<file path="src/rtl/ex_div_if.sv">
// Divider handshake bundle between the execute stage and the M-extension
// divide unit. The pipeline side drives the request fields and the divider
// answers with the stall request and the write-back fields.
interface ex_div_if;
   logic        div_start;
   logic [1:0]  div_op;
   logic [31:0] op1;
   logic [31:0] op2;
   logic [4:0]  rd_addr;
   logic        flush;
   logic        busy;
   logic [31:0] result;
   logic        result_valid;
   logic [4:0]  rd_addr_o;
   logic        rd_wen_o;

   modport master (
      output div_start, div_op, op1, op2, rd_addr, flush,
      input  busy, result, result_valid, rd_addr_o, rd_wen_o
   );

   modport slave (
      input  div_start, div_op, op1, op2, rd_addr, flush,
      output busy, result, result_valid, rd_addr_o, rd_wen_o
   );
endinterface

</file>
<file path="src/rtl/ex_div.sv">
// Multi-cycle RISC-V DIV/DIVU/REM/REMU unit for the execute stage.
// Radix-2 restoring division on operand magnitudes, 32 iterations, with
// signs applied on the last iteration. Divide-by-zero and signed overflow
// bypass the iterations and answer in the cycle after the start cycle.
module ex_div (
   input  logic     clk,
   input  logic     rst,
   ex_div_if.slave  bus
);

   typedef enum logic [1:0] {IDLE, CALC, DONE} state_t;

   state_t      state;
   state_t      state_next;

   logic [4:0]  count;
   logic [31:0] divisor;
   logic [31:0] quo;
   logic [31:0] rem;
   logic        is_rem;
   logic        neg_q;
   logic        neg_r;
   logic [4:0]  rd_q;
   logic [31:0] result_q;

   logic        is_signed;
   logic        start_ok;
   logic        div_zero;
   logic        overflow;
   logic        special;
   logic [31:0] special_result;
   logic [31:0] op1_mag;
   logic [31:0] op2_mag;

   logic [32:0] shifted;
   logic [32:0] diff;
   logic        fits;
   logic [31:0] rem_next;
   logic [31:0] quo_next;
   logic [31:0] q_final;
   logic [31:0] r_final;

   logic        busy_c;
   logic        valid_c;

   // DIV and REM are the signed ops (funct3 bit 0 clear).
   assign is_signed = ~bus.div_op[0];
   assign start_ok  = (state == IDLE) & bus.div_start & ~bus.flush;
   assign div_zero  = (bus.op2 == 32'h0000_0000);
   assign overflow  = is_signed & (bus.op1 == 32'h8000_0000) & (bus.op2 == 32'hFFFF_FFFF);
   assign special   = div_zero | overflow;

   // Divide by zero: all-ones quotient or the dividend as remainder.
   // Signed overflow: the dividend as quotient or zero remainder.
   assign special_result = div_zero ? (bus.div_op[1] ? bus.op1 : 32'hFFFF_FFFF)
                                    : (bus.div_op[1] ? 32'h0000_0000 : 32'h8000_0000);

   assign op1_mag = (is_signed & bus.op1[31]) ? (32'h0 - bus.op1) : bus.op1;
   assign op2_mag = (is_signed & bus.op2[31]) ? (32'h0 - bus.op2) : bus.op2;

   // One restoring step: shift in the next dividend bit, try the subtract.
   // The remainder always stays below the divisor, so a set bit 32 of the
   // difference is exactly the borrow that says the divisor did not fit.
   assign shifted  = {rem, quo[31]};
   assign diff     = shifted - {1'b0, divisor};
   assign fits     = ~diff[32];
   assign rem_next = fits ? diff[31:0] : shifted[31:0];
   assign quo_next = {quo[30:0], fits};
   assign q_final  = neg_q ? (32'h0 - quo_next) : quo_next;
   assign r_final  = neg_r ? (32'h0 - rem_next) : rem_next;

   // State register; reset and flush both land in IDLE.
   always_ff @(posedge clk or negedge rst) begin
      if (!rst) begin
         state <= IDLE;
      end else begin
         state <= state_next;
      end
   end

   // Next-state and handshake outputs; flush overrides every transition.
   always_comb begin
      state_next = state;
      busy_c     = 1'b0;
      valid_c    = 1'b0;
      case (state)
         IDLE: begin
            if (start_ok) begin
               busy_c     = 1'b1;
               state_next = special ? DONE : CALC;
            end
         end
         CALC: begin
            busy_c = 1'b1;
            if (count == 5'd31) begin
               state_next = DONE;
            end
         end
         DONE: begin
            valid_c    = 1'b1;
            state_next = IDLE;
         end
         default: state_next = IDLE;
      endcase
      if (bus.flush) begin
         state_next = IDLE;
      end
   end

   // Operand capture, iteration datapath and the held result register.
   always_ff @(posedge clk or negedge rst) begin
      if (!rst) begin
         count    <= 5'd0;
         divisor  <= 32'h0;
         quo      <= 32'h0;
         rem      <= 32'h0;
         is_rem   <= 1'b0;
         neg_q    <= 1'b0;
         neg_r    <= 1'b0;
         rd_q     <= 5'd0;
         result_q <= 32'h0;
      end else begin
         case (state)
            IDLE: begin
               if (start_ok) begin
                  count   <= 5'd0;
                  divisor <= op2_mag;
                  quo     <= op1_mag;
                  rem     <= 32'h0;
                  is_rem  <= bus.div_op[1];
                  neg_q   <= is_signed & (bus.op1[31] ^ bus.op2[31]);
                  neg_r   <= is_signed & bus.op1[31];
                  rd_q    <= bus.rd_addr;
                  if (special) begin
                     result_q <= special_result;
                  end
               end
            end
            CALC: begin
               if (!bus.flush) begin
                  quo   <= quo_next;
                  rem   <= rem_next;
                  count <= count + 5'd1;
                  if (count == 5'd31) begin
                     result_q <= is_rem ? r_final : q_final;
                  end
               end
            end
            default: begin
            end
         endcase
      end
   end

   // Reset gates the stall request so a start pending during reset cannot
   // hold the pipeline.
   assign bus.busy         = rst & busy_c;
   assign bus.result       = result_q;
   assign bus.result_valid = valid_c;
   assign bus.rd_wen_o     = valid_c;
   assign bus.rd_addr_o    = rd_q;

endmodule
</file>
<file path="src/flat_wrapper.sv">
// flat-port wrapper written by rule: the top's interface ports become plain ports
module ex_div_flat 
  (clk, rst, bus_div_start, bus_div_op, bus_op1, bus_op2, bus_rd_addr, bus_flush, bus_busy, bus_result, bus_result_valid, bus_rd_addr_o, bus_rd_wen_o);
  ex_div_if bus_i ();
  input  logic clk;
  input  logic rst;
  input wire logic [$bits(bus_i.div_start)-1:0] bus_div_start;
  input wire logic [$bits(bus_i.div_op)-1:0] bus_div_op;
  input wire logic [$bits(bus_i.op1)-1:0] bus_op1;
  input wire logic [$bits(bus_i.op2)-1:0] bus_op2;
  input wire logic [$bits(bus_i.rd_addr)-1:0] bus_rd_addr;
  input wire logic [$bits(bus_i.flush)-1:0] bus_flush;
  output wire logic [$bits(bus_i.busy)-1:0] bus_busy;
  output wire logic [$bits(bus_i.result)-1:0] bus_result;
  output wire logic [$bits(bus_i.result_valid)-1:0] bus_result_valid;
  output wire logic [$bits(bus_i.rd_addr_o)-1:0] bus_rd_addr_o;
  output wire logic [$bits(bus_i.rd_wen_o)-1:0] bus_rd_wen_o;
  assign bus_i.div_start = bus_div_start;
  assign bus_i.div_op = bus_div_op;
  assign bus_i.op1 = bus_op1;
  assign bus_i.op2 = bus_op2;
  assign bus_i.rd_addr = bus_rd_addr;
  assign bus_i.flush = bus_flush;
  assign bus_busy = bus_i.busy;
  assign bus_result = bus_i.result;
  assign bus_result_valid = bus_i.result_valid;
  assign bus_rd_addr_o = bus_i.rd_addr_o;
  assign bus_rd_wen_o = bus_i.rd_wen_o;
  ex_div u_core (.clk(clk), .rst(rst), .bus(bus_i));
endmodule
</file>
<file path="config.mk">
export PLATFORM = sky130hd
export DESIGN_NAME = ex_div_flat
export DESIGN_NICKNAME = d
export VERILOG_FILES = /design/src/rtl/ex_div_if.sv /design/src/rtl/ex_div.sv /design/src/flat_wrapper.sv
export SDC_FILE = /design/constraint.sdc
export NUM_CORES = 1
export LEC_CHECK = 0
export CAP_MARGIN = 30
export CORE_MARGIN = 2
export CORE_UTILIZATION = 40
export CTS_CLUSTER_DIAMETER = 200
export DETAILED_ROUTE_END_ITERATION = 7
export PLACE_DENSITY_LB_ADDON = 0.1
export REMOVE_ABC_BUFFERS = 1
export SLEW_MARGIN = 20
export SYNTH_ARGS = -nofsm -noshare
export SYNTH_HDL_FRONTEND = slang
export SYNTH_SLANG_ARGS = --single-unit
export TNS_END_PERCENT = 100
</file>
<file path="constraint.sdc">
create_clock -name clk -period 16 [get_ports clk]
set_clock_uncertainty 0.2 [all_clocks]
set_input_delay 3.2 -clock clk [delete_from_list [all_inputs] [get_ports clk]]
set_output_delay 3.2 -clock clk [all_outputs]
set_load 0.05 [all_outputs]
</file>
==> flow_summary.json, run 1 <==
{
  "crit_family": "buffers and inverters",
  "placed_cells": 2008,
  "cp_num_buf_inv": 3,
  "cap_violations": 0,
  "fin_cells": 2044,
  "p_leak_nw": 5.78,
  "die_y_um": 178,
  "criticalPathCategory": "in -> out",
  "area_growth_syn_to_layout_pct": 17.6,
  "ctsLongestPathBuffers": 2,
  "vias_per_cell": 5.88,
  "num_vias": 12000,
  "reg2reg_slack_ns": 9.51,
  "die_w_um": 178,
  "setup_viol": 0,
  "diodes": 0,
  "ios": 115,
  "cts_buffers": 17,
  "rsz0062_at_grt": "false",
  "fin_crit_sh_pct": 57.0,
  "synth_area_leaders": "dfrtp_1 (30%), o21ai_0 (9.0%), nand2_1 (6.7%)",
  "async_reset_ff_share_pct": 100,
  "yosysUniqueCellTypes": 80,
  "drtIter0Drc": 1071,
  "postCtsSetupRepairBufs": 0,
  "cts.sinks": 143,
  "nets": 1756,
  "gp_congestion": 0.878,
  "r2r_start": "u_core.quo[31]",
  "clkTransAtPathRegs_ns": 0.07,
  "wl_per_cell_um": 19.3,
  "max_slew_margin_pct": 39.5,
  "cts_hold_buf": 0,
  "crit_arrival_ns": 5.72,
  "core-area_sq_mm": 0.0297,
  "syn-instance-count": 1575,
  "synthesis.area_sq_mm": 0.0121,
  "cts.repair.resized": 0,
  "port_buffers": 114,
  "ys_top_cells_by_count": "nand2_1 (217), o21ai_0 (216), dfrtp_1 (143), a21oi_1 (126), nor2_1 (122)",
  "grt_antenna_before_repair": 0,
  "grt_pass1_vias": 11200,
  "crit_chain": "clkdlybuf4s50_1, nor4b_2, buf_4, nor2_1, nor3b_1, clkdlybuf4s50_1",
  "powerDensity_mw_per_mm2": 206,
  "grt_max_degree": 98,
  "required_ns": 12.60,
  "ys_seq_area_share_pct": 29.6,
  "drc": 0,
  "finalCriticalPeriod_ns": 9.12,
  "drv_slew": 0,
  "r2r-end": "u_core.bus.result[28]",
  "cts_tree": "done",
  "hpwl_um": 29500,
  "dieArea_sq_mm": 0.0316,
  "fin_tns_setup_ns": 0,
  "synth-main-ff-cell": "dfrtp_1",
  "hp-class": "reg -> reg",
  "max_clock_freq_mhz": 110,
  "drive_gt1_share_pct": 5.50,
  "min_from": "u_core.bus.rd_addr_o[4]",
  "avgSynthCellArea_sq_um": 7.67,
  "grtUsageTotal_pct": 25.6,
  "critical_path.most_common_cell": "clkdlybuf4s50_1",
  "ant_nets": 0,
  "worst_slew_pin_slew_ns": 0.899,
  "cp_max_fo": 13,
  "holdPathStages": 2,
  "ir_drop_uv": 115,
  "reg2reg_depth": 19,
  "whs_endpoint": "u_core.bus.rd_addr_o[4]",
  "h-tree-depth": 4,
  "timing.final.hold_violations": 0,
  "run_status": "finished clean",
  "wl_um": 39500,
  "end_kind": "primary output",
  "yosys.area.top_type_share_pct": 29.6,
  "ys_warn_count": 0,
  "grt_pass1_wl_um": 62800,
  "synth.ff_latch_count": 143,
  "synth_top_area_cell": "dfrtp_1",
  "clock_latency_ns": 0.46,
  "fillers": 3003,
  "clock-root-buffer": "clkbuf_16",
  "row_count": 63,
  "cpMaxStageDelayCell": "clkdlybuf4s50_1",
  "cp_slowest_stage_delay_ns": 0.90,
  "dr.pass1.iters": 5,
  "startpoint_type": "input pin",
  "grt-ovfl-total": 0,
  "synth_edf_count": 0,
  "start_util_pct": 40.6,
  "yosysMostFrequentCell": "nand2_1"
}
==> logic make-up after synthesis <==
group	after synthesis	share of synthesized area, %
mux	29	2.45
xor+xnor	127	9.21
flops	143	29.6
fa+ha+maj	40	4.21
compound gates	537	27.7
buf+inv	144	4.96
simple gates	555	21.8
==> final cells by class <==
class,instances,area [sq um],share of cell area (%)
multi-input combinational,1288,7940,55.9
sequential,143,3580,25.2
timing repair buffer,136,1370,9.62
tap,390,488,3.44
clock buffer,18,439,3.09
inverter,55,206,1.45
clock inverter,14,179,1.26
==> per-stage QoR <==
stage	util [%]	setup slack, ns	hold slack (ns)	area [sq um]	total power, W
3_5_place_dp	45.5	6.92	0.264	13500	0.00246
4_1_cts	47.5	6.91	0.287	14100	0.00291
3_3_place_gp	45.3	6.94	0.262	13500	0.00244
5_1_grt	47.8	6.86	0.298	14200	0.00316
6_report	47.8	6.88	0.281	14200	0.00292
2_1_floorplan	-	7.03	0.250	11700	0.00192
==> sequential cells by signal (all words and copies together) (netlist names), 2 cells and up <==
| register | cells |
|---|---|
| u_core.bus.rd_addr_o | 5 |
| u_core.bus.result | 32 |
| u_core.count | 5 |
| u_core.divisor | 32 |
| u_core.quo | 32 |
| u_core.rem | 32 |
| u_core.state | 2 |
==> worst register-to-register path: stages, from the launching register on <==
cell and delay [ns]:
dfrtp_1 0.41, inv_1 0.10, ha_1 0.23, fa_1 0.40, nand2b_2 0.22, a211oi_4 0.44
o211ai_2 0.29, a2111o_1 0.49, o211a_1 0.24, inv_1 0.21, buf_4 0.52, ha_1 0.33
or3b_2 0.50, or2_2 0.41, or3_1 0.48, o41ai_2 0.26, xor2_1 0.20, o21ai_0 0.12
a211oi_1 0.20, a31oi_1 0.11
==> cells in the final DEF, fill, tap and decap left out, types with 25 or more instances in the layout <==
cell type        count
clkdlybuf4s50_1    113
o31ai_1             26
nor2_1             122
nand2_1            217
xnor2_1             63
a21oi_1            126
or3_1               29
ha_1                39
nor3_1              37
mux2i_1             25
o21ai_0            216
inv_1               54
dfrtp_1            143
xor2_1              64
==> power breakdown <==
group / total, W / switching, W / internal [W]
Sequential: 0.000601 / 0.000134 / 0.000467
Combinational: 0.00188 / 0.00120 / 0.000687
Clock: 0.000435 / 0.000183 / 0.000252
==> worst max path at each step <==
stage / from / to / slack (ns) / cells past startpoint
6_report: bus_div_start / bus_busy / 6.88 / 6
5_1_grt: bus_div_start / bus_busy / 6.86 / 6
4_1_cts: bus_div_start / bus_busy / 6.91 / 6
3_5_place_dp: bus_div_start / bus_busy / 6.92 / 6
3_3_place_gp: bus_div_start / bus_busy / 6.94 / 6
2_1_floorplan: bus_flush / bus_busy / 7.03 / 3
==> metal layers <==
layer	vias to the layer above	wire, um	GRT usage (%)
met5	-	0	0
met3	58	1890	2.87
met4	0	1110	8.95
met2	355	18500	41.3
li1	5850	-	-
met1	5765	18000	35.4
Note: power is estimated with default switching activity, not from simulation.
==> run 2, diff against run 1 <==
clock period = 7.85 ns   (was 16 ns; I/O delays follow)
==> run 2 against run 1 <==
Die area is the same; sequential share of layout area barely moved; clock power up 97%; setup slack worse by 5.1 ns; critical path depth increased by 15; largest power group unchanged; largest cell class unchanged; register-to-register slack worse by 7.7 ns; via count about the same; final cell count hardly changed; sequential power up 100%.
==> flow_summary.json, run 2 (synthesis results as in run 1) <==
{
  "h-tree-depth": 4,
  "reg2reg_slack_ns": 1.77,
  "cts_hold_buf": 0,
  "drv_slew": 0,
  "criticalPathCategory": "reg -> reg",
  "diodes": 0,
  "ctsLongestPathBuffers": 2,
  "drc": 0,
  "holdPathStages": 2,
  "r2r_start": "u_core.quo[31]",
  "cts_tree": "done",
  "wl_per_cell_um": 20.1,
  "area_growth_syn_to_layout_pct": 17.3,
  "hpwl_um": 31000,
  "cts_buffers": 17,
  "grtUsageTotal_pct": 26.6,
  "row_count": 63,
  "rsz0062_at_grt": "false",
  "crit_arrival_ns": 6.21,
  "cap_violations": 0,
  "ir_drop_uv": 260,
  "dr.pass1.iters": 5,
  "timing.final.hold_violations": 0,
  "grt_antenna_before_repair": 1,
  "run_status": "finished clean",
  "setup_viol": 0,
  "grt_max_degree": 100,
  "clkTransAtPathRegs_ns": 0.07,
  "fin_tns_setup_ns": 0,
  "finalCriticalPeriod_ns": 6.08,
  "end_kind": "flip-flop",
  "grt_pass1_wl_um": 65100,
  "final_common_cell": "nand2_1",
  "cts.repair.resized": 0,
  "grt_pass1_vias": 11600,
  "port_buffers": 114,
  "cts.sinks": 143,
  "drive_gt1_share_pct": 5.50,
  "startpoint_type": "flip-flop",
  "gp_congestion": 0.859,
  "postCtsSetupRepairBufs": 0,
  "fin_crit_sh_pct": 77.4,
  "vias_per_cell": 5.89,
  "whs_endpoint": "u_core.divisor[13]",
  "cp_max_fo": 10,
  "total_power_w": 0.00597,
  "hp-class": "reg -> reg",
  "required_ns": 7.98,
  "die_w_um": 178,
  "drtIter0Drc": 878,
  "start_util_pct": 40.6,
  "nets": 1757,
  "worst_slew_pin_slew_ns": 0.974,
  "wl_um": 41200,
  "reg2reg_depth": 21,
  "die_y_um": 178,
  "grt-ovfl-total": 0,
  "final_cell_mix": "nand2_1 (217), o21ai_0 (216), dfrtp_1 (143)",
  "num_vias": 12000,
  "min_from": "u_core.divisor[13]",
  "dieArea_sq_mm": 0.0316,
  "max_clock_freq_mhz": 165,
  "powerDensity_mw_per_mm2": 422,
  "p_leak_nw": 5.76,
  "clock-root-buffer": "clkbuf_16",
  "cp-startpoint": "u_core.quo[31]",
  "clock_latency_ns": 0.45,
  "max_slew_margin_pct": 34.4,
  "r2r-end": "u_core.bus.result[22]",
  "ios": 115,
  "ant_nets": 0,
  "core-area_sq_mm": 0.0297
}
[run 2: cell types whose count changed in the layout (fill, tap and decap cells not counted)]
cell / change
buf_2: -1
clkbuf_4: -1
clkbuf_1: +1
buf_16: -1
bufinv_16: -1
clkbuf_8: +2
inv_6: -3
buf_4: +4
clkinvlp_4: +1
[run 2: worst max-delay path: stages, from the launching register on]
cell and delay, ns:
dfrtp_1 0.38, inv_1 0.07, ha_1 0.23, fa_1 0.39, nand2b_2 0.22, a211oi_4 0.39, o211ai_2 0.23, a2111o_1 0.44
o211a_1 0.19, inv_1 0.16, o21ai_0 0.13, inv_1 0.10, ha_1 0.16, nand2_1 0.04, or3_1 0.33, nor4_1 0.79
nand3_1 0.30, o31ai_1 0.30, o21ai_0 0.22, o21ai_0 0.25, xnor2_1 0.14, o21ai_0 0.28
[run 2: layout make-up]
type | count | area (sq um)
Clock inverter | 11 | 130
Sequential cell | 143 | 3580
Tap cell | 390 | 488
Multi-Input combinational cell | 1288 | 7940
Timing Repair Buffer | 137 | 1360
Clock buffer | 21 | 470
Fill cell | 3003 | 15500
Inverter | 55 | 206
[run 2: power by group]
group          switching (W)  total [W]  internal, W  leakage [nW]
clock network       0.000360   0.000856     0.000496         0.282
registers           0.000276    0.00123     0.000951          1.86
logic                0.00249    0.00389      0.00140          3.62
total                0.00313    0.00597      0.00285          5.76
[run 2: how the worst max path moves through the flow]
stage                     depth (start not counted)                     to
after global placement                           19  u_core.bus.result[28]
after global routing                             21  u_core.bus.result[30]
after floorplan                                  12  u_core.bus.result[26]
after detailed placement                         19  u_core.bus.result[28]
final                                            21  u_core.bus.result[22]
after CTS                                        19  u_core.bus.result[28]
[run 2: metrics by stage]
step | hold WS [ns] | area (sq um) | std cells | util, % | setup WS [ns]
detailed placement | 0.265 | 13500 | 2011 | 45.5 | 1.85
finish | 0.278 | 14200 | 2045 | 47.7 | 1.77
CTS | 0.285 | 14100 | 2043 | 47.5 | 1.83
global route | 0.309 | 14200 | 2045 | 47.7 | 1.30
floorplan | 0.250 | 11700 | 1486 | - | 0.919
global placement | 0.263 | 13500 | 2009 | 45.4 | 1.99
[run 2: routing by layer]
layer	wire length, um	global-route usage (%)
met2	18700	41.8
met3	2630	5.78
met1	18500	35.8
met5	13	0
met4	1330	9.90
